### config.mk
export PLATFORM = sky130hd
export DESIGN_NAME = addr_mode_seq
export DESIGN_NICKNAME = d
export VERILOG_FILES = /design/src/rtl/addr_mode_seq.sv
export SDC_FILE = /design/constraint.sdc
export NUM_CORES = 1
export LEC_CHECK = 0
export BUFFER_PORTS_ARGS = -buffer_cell sky130_fd_sc_hd__buf_2
export CORE_ASPECT_RATIO = 2
export CORE_UTILIZATION = 45
export CTS_BUF_LIST = sky130_fd_sc_hd__clkbuf_16
export CTS_CLUSTER_DIAMETER = 80
export DETAILED_ROUTE_END_ITERATION = 10
export GPL_ROUTABILITY_DRIVEN = 0
export GPL_TIMING_DRIVEN = 0
export PLACE_DENSITY = 0.65
export SLEW_MARGIN = 25
export SYNTH_ARGS = -nofsm -noshare
export SYNTH_HDL_FRONTEND = slang
export SYNTH_SLANG_ARGS = --single-unit
### constraint.sdc
create_clock -name clk_i -period 4.7 [get_ports clk_i]
set_clock_uncertainty 0.1 [all_clocks]
set_input_delay 0.235 -clock clk_i [delete_from_list [all_inputs] [get_ports clk_i]]
set_output_delay 0.235 -clock clk_i [all_outputs]
set_load 0.03 [all_outputs]
### src/rtl/addr_mode_seq.sv
// addr_mode_seq: 6502 effective-address sequencer.
// It fetches operand bytes, drives the shared ALU to form the address, and returns
// the 16-bit effective address together with a one-cycle done pulse.
// Optional feature macro: PAGE_CROSS_EN. It inserts the PENALTY state and reports page_cross_o.

package addr_mode_seq_pkg;
  typedef enum logic [1:0] {
    ALU_BYPASS_A     = 2'd0,
    ALU_ADD          = 2'd1,
    ALU_ADD_ZEROPAGE = 2'd2
  } alu_op_t;

  localparam logic [3:0] MODE_IMM  = 4'd0;
  localparam logic [3:0] MODE_ZP   = 4'd1;
  localparam logic [3:0] MODE_ZPX  = 4'd2;
  localparam logic [3:0] MODE_ZPY  = 4'd3;
  localparam logic [3:0] MODE_ABS  = 4'd4;
  localparam logic [3:0] MODE_ABSX = 4'd5;
  localparam logic [3:0] MODE_ABSY = 4'd6;
  localparam logic [3:0] MODE_INDX = 4'd7;
  localparam logic [3:0] MODE_INDY = 4'd8;
endpackage

module addr_mode_seq
  import addr_mode_seq_pkg::*;
(
  input  logic        clk_i,
  input  logic        rstn_i,
  input  logic        start_i,
  input  logic [3:0]  mode_i,
  input  logic [15:0] pc_i,
  input  logic [7:0]  x_i,
  input  logic [7:0]  y_i,
  output logic        mem_rd_o,
  output logic [15:0] mem_addr_o,
  input  logic [7:0]  mem_rdata_i,
  output alu_op_t     alu_op_o,
  output logic [15:0] alu_op_a_o,
  output logic [15:0] alu_op_b_o,
  input  logic [15:0] alu_res_i,
  output logic        busy_o,
  output logic        done_o,
  output logic [15:0] ea_o,
  output logic [15:0] next_pc_o,
  output logic        page_cross_o
);

  localparam logic [2:0] S_IDLE    = 3'd0;
  localparam logic [2:0] S_OPR_LO  = 3'd1;
  localparam logic [2:0] S_OPR_HI  = 3'd2;
  localparam logic [2:0] S_IDX     = 3'd3;
  localparam logic [2:0] S_PTR_LO  = 3'd4;
  localparam logic [2:0] S_PTR_HI  = 3'd5;
  localparam logic [2:0] S_PENALTY = 3'd6;
  localparam logic [2:0] S_DONE    = 3'd7;

  logic [2:0]  state_q, state_d;
  logic [3:0]  mode_q, mode_d;
  logic [15:0] pc_q, pc_d;
  logic [7:0]  x_q, x_d, y_q, y_d;
  logic [7:0]  lo_q, lo_d, hi_q, hi_d, ptr_q, ptr_d;
  logic [15:0] sum_q, sum_d;
  logic [15:0] ea_q, ea_d, npc_q, npc_d;
  logic        pcx_q, pcx_d, done_q, done_d, busy_q, busy_d;

  logic [7:0]  idx_c;
  logic        zp_idx_c, two_byte_c;
  logic [15:0] pc_inc1_c;
  logic        fin_c, fin_pcx_c;
  logic [15:0] fin_ea_c, fin_npc_c;

  // Mode-derived helpers and the dedicated PC incrementer
  assign idx_c      = (mode_q == MODE_ZPY || mode_q == MODE_ABSY || mode_q == MODE_INDY) ? y_q : x_q;
  assign zp_idx_c   = (mode_q == MODE_ZPX || mode_q == MODE_ZPY || mode_q == MODE_INDX);
  assign two_byte_c = (mode_q == MODE_ABS || mode_q == MODE_ABSX || mode_q == MODE_ABSY);
  assign pc_inc1_c  = 16'(pc_q + 16'd1);

  // ALU request decode; depends on registered state only
  always_comb begin
    alu_op_o   = ALU_BYPASS_A;
    alu_op_a_o = 16'h0000;
    alu_op_b_o = 16'h0000;
    case (state_q)
      S_IDX: begin
        alu_op_b_o = {8'h00, idx_c};
        if (zp_idx_c) begin
          alu_op_o   = ALU_ADD_ZEROPAGE;
          alu_op_a_o = {8'h00, lo_q};
        end else begin
          alu_op_o   = ALU_ADD;
          alu_op_a_o = {hi_q, lo_q};
        end
      end
      S_PTR_HI: begin
        alu_op_o   = ALU_ADD_ZEROPAGE;
        alu_op_a_o = {8'h00, ptr_q};
        alu_op_b_o = 16'h0001;
      end
      default: ;
    endcase
  end

  // Memory read decode; the pointer high-byte address comes from the zero-page ALU add
  always_comb begin
    mem_rd_o   = 1'b0;
    mem_addr_o = 16'h0000;
    case (state_q)
      S_OPR_LO: begin mem_rd_o = 1'b1; mem_addr_o = pc_q; end
      S_OPR_HI: begin mem_rd_o = 1'b1; mem_addr_o = pc_inc1_c; end
      S_PTR_LO: begin mem_rd_o = 1'b1; mem_addr_o = {8'h00, ptr_q}; end
      S_PTR_HI: begin mem_rd_o = 1'b1; mem_addr_o = alu_res_i; end
      default: ;
    endcase
  end

  // Next-state logic and result capture
  always_comb begin
    state_d   = state_q;
    mode_d    = mode_q;
    pc_d      = pc_q;
    x_d       = x_q;
    y_d       = y_q;
    lo_d      = lo_q;
    hi_d      = hi_q;
    ptr_d     = ptr_q;
    sum_d     = sum_q;
    ea_d      = ea_q;
    npc_d     = npc_q;
    pcx_d     = pcx_q;
    fin_c     = 1'b0;
    fin_ea_c  = 16'h0000;
    fin_pcx_c = 1'b0;
    fin_npc_c = two_byte_c ? 16'(pc_q + 16'd2) : pc_inc1_c;
    case (state_q)
      S_IDLE: begin
        if (start_i) begin
          mode_d = (mode_i > MODE_INDY) ? MODE_IMM : mode_i;
          pc_d   = pc_i;
          x_d    = x_i;
          y_d    = y_i;
          if (mode_d == MODE_IMM) begin
            fin_c     = 1'b1;
            fin_ea_c  = pc_i;
            fin_npc_c = 16'(pc_i + 16'd1);
          end else begin
            state_d = S_OPR_LO;
          end
        end
      end
      S_OPR_LO: begin
        lo_d  = mem_rdata_i;
        ptr_d = mem_rdata_i;
        case (mode_q)
          MODE_ZP: begin
            fin_c    = 1'b1;
            fin_ea_c = {8'h00, mem_rdata_i};
          end
          MODE_ZPX, MODE_ZPY, MODE_INDX: state_d = S_IDX;
          MODE_INDY:                     state_d = S_PTR_LO;
          default:                       state_d = S_OPR_HI;
        endcase
      end
      S_OPR_HI: begin
        hi_d = mem_rdata_i;
        if (mode_q == MODE_ABS) begin
          fin_c    = 1'b1;
          fin_ea_c = {mem_rdata_i, lo_q};
        end else begin
          state_d = S_IDX;
        end
      end
      S_IDX: begin
        if (mode_q == MODE_INDX) begin
          ptr_d   = alu_res_i[7:0];
          state_d = S_PTR_LO;
        end else if (zp_idx_c) begin
          fin_c    = 1'b1;
          fin_ea_c = alu_res_i;
        end else begin
`ifdef PAGE_CROSS_EN
          if (alu_res_i[15:8] != hi_q) begin
            sum_d   = alu_res_i;
            state_d = S_PENALTY;
          end else begin
            fin_c    = 1'b1;
            fin_ea_c = alu_res_i;
          end
`else
          fin_c    = 1'b1;
          fin_ea_c = alu_res_i;
`endif
        end
      end
      S_PTR_LO: begin
        lo_d    = mem_rdata_i;
        state_d = S_PTR_HI;
      end
      S_PTR_HI: begin
        hi_d = mem_rdata_i;
        if (mode_q == MODE_INDX) begin
          fin_c    = 1'b1;
          fin_ea_c = {mem_rdata_i, lo_q};
        end else begin
          state_d = S_IDX;
        end
      end
      S_PENALTY: begin
        fin_c    = 1'b1;
        fin_ea_c = sum_q;
`ifdef PAGE_CROSS_EN
        fin_pcx_c = 1'b1;
`endif
      end
      S_DONE:  state_d = S_IDLE;
      default: state_d = S_IDLE;
    endcase
    if (fin_c) begin
      state_d = S_DONE;
      ea_d    = fin_ea_c;
      npc_d   = fin_npc_c;
      pcx_d   = fin_pcx_c;
    end
  end

  assign done_d = (state_d == S_DONE);
  assign busy_d = (state_d != S_IDLE);

  // State and result registers
  always_ff @(posedge clk_i or negedge rstn_i) begin
    if (!rstn_i) begin
      state_q <= S_IDLE;
      mode_q  <= 4'h0;
      pc_q    <= 16'h0000;
      x_q     <= 8'h00;
      y_q     <= 8'h00;
      lo_q    <= 8'h00;
      hi_q    <= 8'h00;
      ptr_q   <= 8'h00;
      sum_q   <= 16'h0000;
      ea_q    <= 16'h0000;
      npc_q   <= 16'h0000;
      pcx_q   <= 1'b0;
      done_q  <= 1'b0;
      busy_q  <= 1'b0;
    end else begin
      state_q <= state_d;
      mode_q  <= mode_d;
      pc_q    <= pc_d;
      x_q     <= x_d;
      y_q     <= y_d;
      lo_q    <= lo_d;
      hi_q    <= hi_d;
      ptr_q   <= ptr_d;
      sum_q   <= sum_d;
      ea_q    <= ea_d;
      npc_q   <= npc_d;
      pcx_q   <= pcx_d;
      done_q  <= done_d;
      busy_q  <= busy_d;
    end
  end

  assign busy_o       = busy_q;
  assign done_o       = done_q;
  assign ea_o         = ea_q;
  assign next_pc_o    = npc_q;
  assign page_cross_o = pcx_q;

endmodule

# ---- Word level (Yosys, flattened, before mapping)
# Cells that the tools add are included.
dict set report totals {
  regBits 97
  latchBits 0
  ramBits 0
  rom_bits 0
  in_bits 63
  out_inout_bits 86
  wordCells 86
  mem_count 0
}
dict set report op_classes {
  n_addsub 3
  n_mul 0
  div 0
  magnitude_cmp 1
  n_eq_ne 17
  shifts 0
  n_mux 37
  bitwise_logic 0
  reduce_logical 16
}
# cell count
set op_table {}
lappend op_table {{2-to-1 mux 16 bit} 10}
lappend op_table {{one-hot mux 16 bit (5 select lines)} 1}
lappend op_table {{one-hot mux 16 bit (4 select lines)} 1}
lappend op_table {{adder 16 x 1 -> 16 bit, second input constant} 2}
lappend op_table {{one-hot mux 16 bit (2 select lines)} 1}
lappend op_table {{one-hot mux 8 bit (2 select lines)} 2}
lappend op_table {{2-to-1 mux 8 bit} 3}
lappend op_table {{one-hot mux 3 bit (7 select lines)} 1}
lappend op_table {{2-to-1 mux 3 bit} 6}
lappend op_table {{adder 16 x 2 -> 16 bit, second input constant} 1}
lappend op_table {{equality test 4 x 3 -> 1 bit, second input constant} 4}
lappend op_table {{equality test 3 bit, second input constant} 5}
lappend op_table {{one-hot mux 3 bit (3 select lines)} 1}
lappend op_table {{equality test 4 x 2 -> 1 bit, second input constant} 2}
lappend op_table {{2-to-1 mux 1 bit} 7}
lappend op_table {{equality test 3 x 2 -> 1 bit, second input constant} 2}
lappend op_table {{logical OR 1 bit} 6}
lappend op_table {{one-hot mux 1 bit (6 select lines)} 1}
lappend op_table {{equality test 4 x 1 -> 1 bit, second input constant} 1}
lappend op_table {{equality test 4 bit, second input constant} 1}
lappend op_table {{greater-than comparator 4 bit, second input constant} 1}
lappend op_table {{logical NOT 4 bit} 1}
lappend op_table {{2-to-1 mux 4 bit} 1}
lappend op_table {{one-hot mux 2 bit (2 select lines)} 1}
lappend op_table {{other kinds (10)} 12}

# ---- Longest topological paths before layout
dict set report logic_depth {
  depth_word 8
  mapped_depth 9
}

# ---- Least setup slack after synthesis
# No wires, ideal clock.
dict set report synth_timing {
  path_type {flip-flop to output port}
  from {reg pc_q[3]}
  to {out mem_addr_o[11]}
  arrival_ps 2380
  t_required_ps 4365
  setup_slack_ps 1985
  path_stages_with_launch 6
  path_buffers 1
  path_cell_list {dfrtp_1 > clkbuf_1 > nand4_1 > nor2_1 > nand2_1 > o311ai_0}
}
dict set report synth_via {
  elab_chain_cells 2
}
# element line
set synth_lines {}
lappend synth_lines {{start: declaration} 59} ;# logic [15:0] pc_q, pc_d;
lappend synth_lines {{start signal: assignment} 248} ;# pc_q <= pc_d;
lappend synth_lines {{adder 16 x 1 -> 16 bit} 76} ;# assign pc_inc1_c = 16'(pc_q + 16'd1);
lappend synth_lines {{one-hot mux 16 bit (4 select lines)} 107} ;# case (state_q)
lappend synth_lines {{end: declaration} 35} ;# output logic [15:0] mem_addr_o,
# Every way passes these cells.

# ---- Worst setup path in the final report
dict set report layout_timing {
  from {reg state_q[2]}
  to {out mem_addr_o[1]}
}
dict set report layout_via {
  elab_chain_cells 2
  word_cells_on_any_way 5
  cone_classes {4 x eq/ne; 1 x mux}
}
# element line
set layout_lines {}
lappend layout_lines {{start: declaration} 57} ;# logic [2:0] state_q, state_d;
lappend layout_lines {{start signal: assignment} 246} ;# state_q <= state_d;
lappend layout_lines {{equality test 3 bit (tied with other cells)} 107}
lappend layout_lines {{one-hot mux 16 bit (4 select lines) (*)} 107}
# Mark *: on every way between the ends. The rest lies on a longest branch, timed or not.

==> flow_metrics.tcl <==
set metrics [dict create \
    status "completed" \
    io-pin-count 149 \
    slew_violations 0 \
    slew_headroom 0.3144 \
    root_buffer "clkbuf_16" \
    synth_cell_types 66 \
    netlist_instances 689 \
    yosysWarnings 0 \
    groute.usage.overall 0.3213 \
    ys_ff_latch 97 \
    preCtsSetupSlack_ns 1.858 \
    maxCapViolCount 0 \
    clock_path_buffers 2 \
    leakage_nw 3.429 \
    drt_first_pass_iters 6 \
    num_vias 6074 \
    grt_first_pass_wirelength_um 33130 \
    grt-ovfl-total 0 \
    drc_errors 0 \
    worstSetupStartpointType "register" \
    wirelength_um 21680 \
    core_area_um2 12700 \
    worstPathMaxFanout 10 \
    grt_pass1_vias 6059 \
    required_ns 4.37 \
    rows 58 \
    die_w_um 82.96 \
    dpl.hpwl_um 16620 \
    yosysMostFrequentCell "nand2_1" \
    port_buffers 138 \
    worst_slew_pin_slew_ns 1.028 \
    synth_edf_count 0 \
    synth.avg_cell_area_um2 8.560 \
    fin_ws_ns 1.599 \
    clock-sinks 97 \
    nets 929 \
    numCtsBuffers 9 \
    path_clk_slew_ns 0.08 \
    clk_latency_ns 0.35 \
    routed_via_density 5.967 \
    syn2layout_area_growth_pct 24.29 \
    grt_max_degree 62 \
    synth_area_leaders "dfrtp_1, nand2_1, mux2_2, xnor2_1, nor2_1" \
    synth_area_um2 5898 \
    synth_ff_type "dfrtp_1" \
    drive_gt1_frac 0.2385 \
    htreeDepth 3 \
    design_area_um2 7331 \
    r2r_slack_ns 1.81 \
    drtIter0Drc 555 \
    die_h_um 163.9 \
    setup_violations 0 \
    end_kind "output pin" \
    grt_antenna_before_repair 0 \
    dpl_cell_area_um2 6845 \
    max_freq_ghz 0.3225 \
    hp-class "in2reg" \
    die-area_um2 13600 \
    cts_tree "built" \
    min_period_over_period 0.6598 \
    path_class "reg2out" \
    synthArstFlopShare 1.000 \
    drtAntennaViolNets 0 \
    vdd_drop_max_mv 0.3873 \
    seq_area_frac_synth 0.4115 \
    cts_resized 0 \
    power_density_nw_per_um2 738.7 \
    setup_tns_ns 0 \
    synth.largest_area_cell "dfrtp_1" \
    num_antenna_cells 0 \
    synth.top_cells.by_count "nand2_1, dfrtp_1, nor2_1" \
    rsz0062_at_grt "false" \
    initial_utilization 0.4644 \
    yosysTopAreaCellShare 0.4115 \
    final_hold_viol_count 0 \
    worstPathArrival_ns 2.77 \
    routedWlPerCell_um 21.30 \
    final_util 0.5772 \
    period_needed_ns 3.101 \
    power_mw 5.416 \
]
[timing repair]
item                                   4_1_cts  5_1_grt
hold buffers                                16        0
endpoints found under the hold margin       51        0
setup buffers                                0        0
[sequential cells by signal, indices dropped and copies added, names as in the netlist]
register / count
done_o: 1
mode_q: 4
y_q: 8
pc_q: 16
x_q: 8
lo_q: 8
ptr_q: 8
next_pc_o: 16
state_q: 3
hi_q: 8
ea_o: 16
busy_o: 1
[power by group]
part	switching, mW	internal, mW
Combinational	2.02	1.06
Clock	0.372	0.430
Sequential	0.299	1.23
Total	2.69	2.72
[cells in the final DEF (no fill, tap or decap), drive strengths merged, types with 4 or more instances in the layout]
master,netlist,final
dlygate4sd3,0,16
o22ai,11,11
nand2,186,186
xnor2,23,23
mux2,22,22
xor2,11,11
buf,25,164
a21oi,15,15
a31oi,9,9
a22oi,16,16
nor3,19,19
clkbuf,33,42
a22o,13,13
nor2b,5,5
nor4,9,9
nand2b,6,6
mux2i,10,10
nand3b,5,5
nand3,9,9
nor3b,4,4
nor2,38,38
nand4,19,19
a222oi,8,8
conb,1,9
a211oi,8,8
dfrtp,97,97
o21ai,15,15
and2,10,10
inv,7,9
clkinv,0,4
[final cells by class]
class / count / area [um^2]
Fill cell: 1176 / 5369
Multi-Input combinational cell: 535 / 3194
Clock buffer: 9 / 225.2
Timing Repair Buffer: 155 / 884.6
Sequential cell: 97 / 2427
Inverter: 7 / 26.28
Clock inverter: 7 / 100.1
Buffer: 58 / 285.3
Tap cell: 150 / 187.7
[per-stage QoR]
step	hold slack, ns	std cells
5_1_grt	0.01055	1018
3_3_place_gp	0.3298	985
3_5_place_dp	0.06109	986
4_1_cts	0.001453	1018
2_1_floorplan	-0.1606	697
6_report	0.01590	1018
[path summary, 6_finish.rpt]
kind,startpoint,end,cells past startpoint
worst max-delay path,state_q[2],mem_addr_o[1],7
worst min-delay path,x_i[0],x_q[0],3
worst max register to register,state_q[0],next_pc_o[6],7
worst min register to register,y_q[1],y_q[1],2
max in group asynchronous,rstn_i,y_q[4],3
min in group asynchronous,rstn_i,hi_q[6],2
[metal layers]
layer / wire, um / global-route usage / vias up / part of all wire
met5: 0 / 0 / - / 0
met3: 1338 / 0.04824 / 75 / 0.062
met4: 1037 / 0.1881 / 0 / 0.048
li1: - / - / 2781 / -
met2: 11590 / 0.5969 / 337 / 0.53
met1: 7716 / 0.3404 / 2881 / 0.36
[logic make-up (layout without fill, tap and decap cells)]
| logic type | Yosys count | in the layout | synth area share |
|---|---|---|---|
| simple gates | 329 | 329 | 0.2594 |
| compound gates | 128 | 128 | 0.1597 |
| flops | 97 | 97 | 0.4115 |
| buf+inv | 65 | 236 | 0.05282 |
| xor+xnor | 34 | 34 | 0.05049 |
| mux | 32 | 32 | 0.05897 |
| fa+ha+maj | 3 | 3 | 0.006365 |
| other cells | 1 | 9 | 0.0006358 |
[critical path, stage by stage (launching register included)]
cell	delay [ns]
dfrtp_1	0.43
clkbuf_1	0.38
buf_1	0.46
nor2b_1	0.19
clkbuf_1	0.27
a22oi_1	0.16
o21ai_0	0.26
buf_2	0.25
Power figures use the tool's default switching activity.
